File: config.mk
export PLATFORM = sky130hd
export DESIGN_NAME = mem_arbiter
export DESIGN_NICKNAME = d
export VERILOG_FILES = /design/src/rtl/mem_arbiter_pkg.sv /design/src/rtl/mem_arb_req_reg.sv /design/src/rtl/mem_arbiter.sv
export SDC_FILE = /design/constraint.sdc
export NUM_CORES = 1
export LEC_CHECK = 0
export CAP_MARGIN = 30
export CELL_PAD_IN_SITES_DETAIL_PLACEMENT = 1
export CELL_PAD_IN_SITES_GLOBAL_PLACEMENT = 1
export CORE_UTILIZATION = 30
export DETAILED_ROUTE_END_ITERATION = 10
export PLACE_DENSITY_LB_ADDON = 0.1
export SLEW_MARGIN = 20
export SYNTH_ARGS = -nofsm -noshare
export SYNTH_HDL_FRONTEND = slang
export SYNTH_HIERARCHICAL = 1
export SYNTH_SLANG_ARGS = --single-unit
File: constraint.sdc
create_clock -name clk -period 3.6 [get_ports clk]
set_clock_uncertainty 0.2 [all_clocks]
set_input_delay 0.72 -clock clk [delete_from_list [all_inputs] [get_ports clk]]
set_output_delay 0.72 -clock clk [all_outputs]
set_load 0.02 [all_outputs]
File: src/rtl/mem_arbiter_pkg.sv
// mem_arb_types: shared FSM state and grant encodings for mem_arbiter
package mem_arb_types;
  typedef enum logic [1:0] {IDLE, SERVE_I, SERVE_D} arb_state_t;
  typedef enum logic {GRANT_I, GRANT_D} arb_grant_t;
endpackage

File: src/rtl/mem_arb_req_reg.sv
// mem_arb_req_reg: latched physical-memory request (address, data, mask, strobes)
module mem_arb_req_reg #(
  parameter int ADDR_WIDTH = 32,
  parameter int DATA_WIDTH = 32
) (
  input  logic                    clk,
  input  logic                    rst,
  input  logic                    load,
  input  logic                    clr,
  input  logic [ADDR_WIDTH-1:0]   address_d,
  input  logic [DATA_WIDTH-1:0]   wdata_d,
  input  logic [DATA_WIDTH/8-1:0] byte_enable_d,
  input  logic                    read_d,
  input  logic                    write_d,
  output logic [ADDR_WIDTH-1:0]   address,
  output logic [DATA_WIDTH-1:0]   wdata,
  output logic [DATA_WIDTH/8-1:0] byte_enable,
  output logic                    read,
  output logic                    write
);
  // capture a granted request; only the strobes drop when the access completes
  always_ff @(posedge clk or negedge rst)
    if (!rst) begin
      address     <= '0;
      wdata       <= '0;
      byte_enable <= '0;
      read        <= 1'b0;
      write       <= 1'b0;
    end else if (load) begin
      address     <= address_d;
      wdata       <= wdata_d;
      byte_enable <= byte_enable_d;
      read        <= read_d;
      write       <= write_d;
    end else if (clr) begin
      read        <= 1'b0;
      write       <= 1'b0;
    end
endmodule

File: src/rtl/mem_arbiter.sv
// mem_arbiter: shares one pmem port between fetch and data ports (MEM_ARB_RR_EN selects round-robin)
module mem_arbiter
  import mem_arb_types::*;
#(
  parameter int ADDR_WIDTH = 32,
  parameter int DATA_WIDTH = 32
) (
  input  logic                    clk,
  input  logic                    rst,
  input  logic                    instr_mem_read,
  input  logic [ADDR_WIDTH-1:0]   instr_mem_address,
  output logic [DATA_WIDTH-1:0]   instr_mem_rdata,
  output logic                    instr_mem_resp,
  input  logic                    data_mem_read,
  input  logic                    data_mem_write,
  input  logic [ADDR_WIDTH-1:0]   data_mem_address,
  input  logic [DATA_WIDTH-1:0]   data_mem_wdata,
  input  logic [DATA_WIDTH/8-1:0] mem_byte_enable,
  output logic [DATA_WIDTH-1:0]   data_mem_rdata,
  output logic                    data_mem_resp,
  output logic                    pmem_read,
  output logic                    pmem_write,
  output logic [ADDR_WIDTH-1:0]   pmem_address,
  output logic [DATA_WIDTH-1:0]   pmem_wdata,
  output logic [DATA_WIDTH/8-1:0] pmem_byte_enable,
  input  logic [DATA_WIDTH-1:0]   pmem_rdata,
  input  logic                    pmem_resp
);
  arb_state_t state;
  logic d_req, pick_d, grant, done;
  assign d_req = data_mem_read | data_mem_write;
  assign grant = (state == IDLE) & (d_req | instr_mem_read);
  assign done  = (state != IDLE) & pmem_resp;
`ifdef MEM_ARB_RR_EN
  arb_grant_t last_grant;
  assign pick_d = d_req & (~instr_mem_read | (last_grant == GRANT_I));
  // remember who was served so a tie goes to the other port next time
  always_ff @(posedge clk or negedge rst)
    if (!rst) last_grant <= GRANT_I;
    else if (grant) last_grant <= pick_d ? GRANT_D : GRANT_I;
`else
  assign pick_d = d_req;
`endif
  // one access in flight; every access passes back through IDLE
  always_ff @(posedge clk or negedge rst)
    if (!rst) state <= IDLE;
    else if (grant) state <= pick_d ? SERVE_D : SERVE_I;
    else if (done) state <= IDLE;
  mem_arb_req_reg #(.ADDR_WIDTH(ADDR_WIDTH), .DATA_WIDTH(DATA_WIDTH)) u_req (
    .clk           (clk),
    .rst           (rst),
    .load          (grant),
    .clr           (done),
    .address_d     (pick_d ? data_mem_address : instr_mem_address),
    .wdata_d       (pick_d ? data_mem_wdata : '0),
    .byte_enable_d (pick_d ? mem_byte_enable : '1),
    .read_d        (~pick_d | (data_mem_read & ~data_mem_write)),
    .write_d       (pick_d & data_mem_write),
    .address       (pmem_address),
    .wdata         (pmem_wdata),
    .byte_enable   (pmem_byte_enable),
    .read          (pmem_read),
    .write         (pmem_write)
  );
  assign instr_mem_resp  = (state == SERVE_I) & pmem_resp;
  assign data_mem_resp   = (state == SERVE_D) & pmem_resp;
  assign instr_mem_rdata = pmem_rdata;
  assign data_mem_rdata  = pmem_rdata;
  // a simultaneous load and store is served as a store; flag it
  assert property (@(posedge clk) disable iff (!rst) !(data_mem_read && data_mem_write));
endmodule

---- Yosys cells after proc, flatten, opt, wreduce, memory -nomap -nowiden ----
Index checks and enable logic that the tools add are counted.
W data, S select, Z words.
word-level totals
  word-level logic and storage cells ...... 31
  output and inout port bits .............. 136
  flip-flop bits (word level) ............. 72
  bits of input ports ..................... 138
operators by class
  bitwise operators ....................... 11
  eq/ne operators ......................... 2
  muxes and demuxes ....................... 9
  reductions and logical operators ........ 3
operator list
  operator              count
  $mux W32              2
  $and A1 B1 Y1         6
  $mux W2               3
  $mux W4               1
  $reduce_bool A2 Y1    2
  $mux W1               3
  $or A1 B1 Y1          3
  $eq A2 B1 Y1 const B  1
  $eq A2 B2 Y1 const B  1
  $logic_not A2 Y1      1
  $not A1 Y1            2

---- Depth between registers and ports, before layout ----
Gate-level depths: netlist (run 1).
  word-level depth ........................ 4
  mapped depth ............................ 6
  depth with buffers taken out ............ 4

---- Cells and area by module ----
Netlist (run 1), hierarchy kept.
by module, submodules not included
  module           seq. area each (sq um)  instances  cells an instance  area each (sq um)
  mem_arb_req_reg  1751.7                  1          149                2944.1
  mem_arbiter      50.0                    1          154                1372.6

---- Worst setup path before layout (run 1) ----
Ideal clock, no wire load.
  path kind ............................... input to output
  start ................................... input pmem_resp
  end ..................................... output data_mem_resp
  buffers on the path ..................... 0
  stages .................................. 2
  arrival ................................. 1.283 ns
  path slack .............................. 1.397 ns
  required time ........................... 2.680 ns
  cells stage by stage .................... inv_1 nor3b_1
between the ends
  longest elaborated chain between the ends .. 1
ends and longest elaborated chain
  what             line               RTL
  start, declared  mem_arbiter.sv:27  input logic pmem_resp
  $and A1 B1 Y1    mem_arbiter.sv:66  assign data_mem_resp = (state == SERVE_D) & pmem_resp;
  end, declared    mem_arbiter.sv:20  output logic data_mem_resp,
No other way between the ends.

---- Worst setup path after layout (run 1) ----
Ends and elaborated chain as after synthesis.

==> results of run 1 <==
-- how the worst max path moves through the flow --
stage | end | slack, ns | depth (start not counted)
global placement | data_mem_resp | 0.60 | 4
global route | data_mem_resp | 0.46 | 4
floorplan | data_mem_resp | 1.40 | 2
CTS | data_mem_resp | 0.51 | 4
detailed placement | data_mem_resp | 0.52 | 4
finish | data_mem_resp | 0.54 | 4
-- layer usage --
layer,GRT usage [%],up-vias,share of wire (%)
met2,19.8,128,44
met3,6.93,7,12
met4,3.94,0,0.83
li1,-,1175,-
met1,17.1,1253,44
met5,0,-,0
-- synth_stat cells, drive strengths merged --
| master | count | area (um^2) |
|---|---|---|
| mux2 | 100 | 1490 |
| clkbuf | 1 | 3.75 |
| o31a | 1 | 8.76 |
| o31ai | 1 | 7.51 |
| inv | 2 | 7.51 |
| nor2 | 5 | 28.8 |
| nor3b | 1 | 7.51 |
| a32o | 1 | 10.0 |
| nand2b | 1 | 6.26 |
| buf | 79 | 692 |
| dfrtp | 72 | 1800 |
| nor2b | 27 | 169 |
| and2b | 5 | 37.5 |
| a22o | 2 | 17.5 |
| nand2 | 1 | 3.75 |
| or2 | 4 | 25.0 |
-- per-stage QoR --
step	instance area (um^2)	std cells	setup WS, ns	utilization [%]
2_1_floorplan	4320	303	1.40	-
3_3_place_gp	5660	584	0.597	40.6
3_5_place_dp	5680	585	0.515	40.8
4_1_cts	5950	599	0.514	42.7
5_1_grt	5950	599	0.460	42.7
6_report	5950	599	0.541	42.7
-- sequential cells by signal, indices dropped and copies added (netlist names) --
signal and cells:
u_req/write 1, u_req/read 1, state 2, u_req/byte_enable 4
u_req/wdata 32, u_req/address 32
-- final cells by class --
class | instances | share of cell area (%)
clock buffers | 14 | 4.60
flip-flops and latches | 72 | 30.3
inverters | 2 | 0.126
multi-input cells | 149 | 30.5
well taps | 180 | 3.78
repair buffers | 182 | 30.8
-- power breakdown --
group          total (mW)  switching [mW]  internal [mW]
clock network       0.824           0.308          0.516
logic                2.54            1.07           1.48
registers            1.46           0.240           1.22
total                4.82            1.61           3.21
-- kinds of logic after synthesis --
logic type | count (synthesis) | share of synthesized area (%)
buffers and inverters | 82 | 16.3
flip-flops | 72 | 41.7
AND/OR/NAND/NOR | 44 | 6.43
AO/OA/AOI/OAI | 5 | 1.01
multiplexers | 100 | 34.5
==> results.md, run 1 <==
- Routability-driven placement congestion ratio: 0.684
- First-pass GRT wire length: between 15 and 20 mm
- Slew Viols, Final: 0
- Critical Path Source Type: input port
- Post-CTS setup buffer count: 0
- Top Ports: 274
- Worst-path fanout max: 3
- Layout area overhead: 37.9%
- Final Hold Viols: 0
- CTS Hold Buffers Added: 0
- Sink Count: between 70 and 80
- Distinct cells, synth: 22
- Worst path max stage delay: 0.65 ns
- Kind of cell adding the most delay to the critical path: buffers and inverters
- Max VDD drop: 0.000295 V
- HP Class: in2async
- DRT iter0 DRCs: 68
- Setup tns final: 0 ns
- Final WL: 9.63 mm
- Crit end category: primary output
- Reg2Reg Depth: 4
- Total power: 4.82 mW
- Die height: ~120 um
- Max frequency: 327 MHz
- Max-slew headroom: 54.2%
- Vias in the first global route: 2837
- Clock Path Buffers: 2
- Critical Path RT: 2.68 ns
- Syn Nets: 441
- Core Region: 0.0139 mm^2
- Yosys reg bits: 72
- Detailed placer's ending HPWL: 6.89 mm
- Clock slew at reported path FFs: 0.05 ns
- Row cnt: 43
- ANT cells: 0
- Die width: 122 um
- Sequential area share after synthesis: 41.7%
- Tmin final: 3.06 ns
- Via count: 2563
- Pwr Density: 810 mW/mm^2
- Starting Density: between 30% and 40%
- Antenna viol nets, final: 0
- Skew-Pair Late Insertion Delay: 0.32 ns
- Worst Tran Pin Value: 0.687 ns
- Fin crit share: 85.0%
- Mapped Cells: just over 300
- Critical path's slowest cell: clkdlybuf4s50_1
- Worst path arrival time: around 2.1 ns
- Pin count of the biggest net entering global routing: 44
- Worst r2r src: state[1]
- Commonest non-fill, non-tap cell in the layout: clkdlybuf4s50_1
- MaxCap Viol Count: 0
- Fillers: 1435
- Total Routing Usage GR: between 10% and 20%
- R2R Path End: u_req/wdata[17]
- Post-CTS Resized: 0
- Cts bufs inserted: 9
- Footprint of the multi-input gates: 0.00181 mm^2
- H-tree depth: 3
- Vias/cell: 4.28
- RSZ-0062 raised after global routing: false
- Worst Setup SP: pmem_resp
- WL/cell: 16.1 um
- I/O Buffers: 177
- Post-Syn Area: 0.00432 mm^2
- CP dominant cell by count: clkdlybuf4s50_1
- DIE AREA: 0.0149 mm^2
- Worst path cell trace: clkdlybuf4s50_1, inv_1, nor3b_1, clkdlybuf4s50_1
- Register area: 0.00180 mm^2
- Share of layout cells above drive strength 1: 29.8%
- Setup Viol. Count Final: 0
- Final Hold Slack: 0.210 ns
- Setup CP Type: in2out
- TritonCTS clock tree: done
- Average cell area after synthesis: 14.2 um^2
- Reg-to-reg slack, setup: 1.51 ns
- P_leak: ~2.6 nW
- Residual DRC: 0
- Antenna violations before repair: 0
- GRT Residual Overflow: 0
- Drt pass-1 iters: 4
- Worst path buffer plus inverter count: 3
- Yosys warning count: 6
- CTS root buffer: clkbuf_16
- Final net count: 554
- Most frequent cells in the layout: clkdlybuf4s50_1 (176), mux2_4 (97), dfrtp_1 (72)
- Status: complete, no violations
Power figures use the tool's default switching activity.
==> run 2: changes to the inputs <==
--- a/config.mk
+++ b/config.mk
@@ -8,7 +8,7 @@
 export CAP_MARGIN = 30
 export CELL_PAD_IN_SITES_DETAIL_PLACEMENT = 1
 export CELL_PAD_IN_SITES_GLOBAL_PLACEMENT = 1
-export CORE_UTILIZATION = 30
+export CORE_UTILIZATION = 28
 export DETAILED_ROUTE_END_ITERATION = 10
 export PLACE_DENSITY_LB_ADDON = 0.1
 export SLEW_MARGIN = 20
==> constraint.sdc (replaced) <==
create_clock -name clk -period 3.1 [get_ports clk]
set_clock_uncertainty 0.2 [all_clocks]
set_input_delay 0.62 -clock clk [delete_from_list [all_inputs] [get_ports clk]]
set_output_delay 0.62 -clock clk [all_outputs]
set_load 0.02 [all_outputs]
==> run 2 against run 1 <==
Clock power is 41% higher. Non-clock buffer count is 1 higher. Sequential cell count stayed put. Sequential share of layout area is 0.45 points lower. Count of clock-buffer cells in the layout stayed put. Critical endpoint unchanged. Final area is 1.5% higher. First-iteration DRC count is 26% lower. Sequential power is 16% higher. Hold slack worse by 0.15 ns. Cell count is 1.8% higher. Via count hardly changed.
==> results.md, run 2 (synthesis results as in run 1) <==
- Status: complete, no violations
- Total power: a little under 6 mW
- Register area: around 0.0018 mm^2
- GRT Residual Overflow: 0
- Setup WS post-layout: 0.232 ns
- First-pass GRT wire length: ~15 mm
- Clk pwr share: 20.0%
- Max Used Layer: met4
- Setup CP Type: in2out
- Die width: 126 um
- Drt pass-1 iters: 4
- Via count: 2561
- Clock Path Buffers: 2
- Met2 wire len: between 4 and 5 mm
- Vias in the first global route: between 2000 and 3000
- Residual DRC: 0
- Setup Viol. Count Final: 0
- Detailed placer's ending HPWL: around 6.8 mm
- NetSw: 1.90 mW
- Pin count of the biggest net entering global routing: 53
- Top Ports: ~270
- Most frequent cells in the layout: clkdlybuf4s50_1 (176), mux2_4 (97), dfrtp_1 (72)
- Footprint of the multi-input gates: around 0.0018 mm^2
- TritonCTS clock tree: done
- Pwr Density: 961 mW/mm^2
- Setup tns final: 0 ns
- Sequential group share of total power: approximately 29%
- Final WL: 9.69 mm
- Die height: 126 um
- Commonest non-fill, non-tap cell in the layout: clkdlybuf4s50_1
- Fin crit share: about 93%
- Core Region: 0.0151 mm^2
- DRT iter0 DRCs: 50
- Critical Path RT: 2.28 ns
- RSZ-0062 raised after global routing: false
- Max VDD drop: 0.000361 V
- Fillers: 1590
- Share of layout cells above drive strength 1: 30.3%
- CTS root buffer: clkbuf_16
- Final Hold Slack: 0.0633 ns
- Post-CTS Resized: 0
- Non-Filler Instances: 610
- Worst Tran Pin Value: between 0.5 and 0.6 ns
- M1 WL: about 4.4 mm
- I/O Buffers: 177
- Reg2Reg Depth: 4
- Post-Place Cells: 594
- H-tree depth: 3
- Final net count: 555
- Sw frac: between 30 and 40%
- Layout area overhead: 40.0%
- Skew-Pair Late Insertion Delay: 0.33 ns
- Max-slew headroom: 63.5%
- Regs by FF count: u_req/address (32), u_req/wdata (32), u_req/byte_enable (4)
- WL/cell: 15.9 um
- WL met3: 909 um
- Routability-driven placement congestion ratio: about 0.67
- HP Class: in2async
- Vias/cell: 4.20
- Slew Viols, Final: 0
- Tmin final: ~2.9 ns
- Worst path arrival time: 2.05 ns
- Crit end category: primary output
- P_leak: roughly 2.7 nW
- Row cnt: 45
- CTS Hold Buffers Added: 0
- DIE AREA: between 0.015 and 0.02 mm^2
- Int Pwr: 3.90 mW
- Combinational group share of total power: 51.0%
- Cts bufs inserted: 9
- Final Hold Viols: 0
- Clock slew at reported path FFs: 0.06 ns
- MaxCap Viol Count: 0
- Sink Count: 72
- Total Routing Usage GR: 12.8%
- Post-CTS setup buffer count: 0
- Critical Path Source Type: input port
- Worst-path fanout max: 3
- ANT cells: 0
- Max frequency: 349 MHz
- Antenna violations before repair: 0
- Starting Density: 28.5%
- Pre-CTS setup slack: 0.210 ns
- Antenna viol nets, final: 0
==> run 2: changes by cell type in the layout (fill, tap and decap cells not counted), sizes merged <==
| cell | before | now |
|---|---|---|
| buf | 6 | 7 |
| bufinv | 0 | 2 |
==> run 2: worst max-delay path: stages <==
cell	delay [ns]
clkdlybuf4s50_1	0.50
inv_1	0.08
nor3b_1	0.19
clkdlybuf4s50_1	0.65
==> run 2: worst paths after layout <==
kind	start	endpoint	slack [ns]
max	pmem_resp	data_mem_resp	0.23
min	rst	u_req/wdata[6]	0.06
max reg2reg	state[1]	u_req/address[28]	1.10
min reg2reg	u_req/address[28]	u_req/address[28]	0.31
max in group asynchronous	rst	u_req/wdata[31]	2.05
min in group clk	u_req/address[28]	u_req/address[28]	0.31
==> run 2: stage by stage <==
stage	utilization, %	area, um^2
2_1_floorplan	-	4320
3_3_place_gp	37.6	5690
3_5_place_dp	37.7	5710
4_1_cts	39.9	6040
5_1_grt	39.9	6040
6_report	39.9	6040
==> run 2: routing by layer <==
| metal | track usage, % | up-vias |
|---|---|---|
| li1 | - | 1180 |
| met3 | 5.82 | 13 |
| met1 | 15.6 | 1239 |
| met2 | 19.1 | 129 |
| met5 | 0 | - |
| met4 | 5.95 | 0 |
==> run 2: final cells by class <==
cell class	count	share of cell area, %
clock buffer	14	4.53
clock inverter	2	0.994
inverter	2	0.124
multi-input combinational	149	30.0
sequential	72	29.8
tap	188	3.89
timing repair buffer	183	30.6
==> run 2: power groups by stage <==
stage | clock, mW | sequential [mW] | combinational, mW
floorplan | 0 | 2.25 | 1.36
global placement | 0 | 1.68 | 2.99
detailed placement | 0 | 1.69 | 3.00
CTS | 1.21 | 1.70 | 3.01
global route | 1.25 | 1.76 | 3.13
finish | 1.16 | 1.69 | 2.96
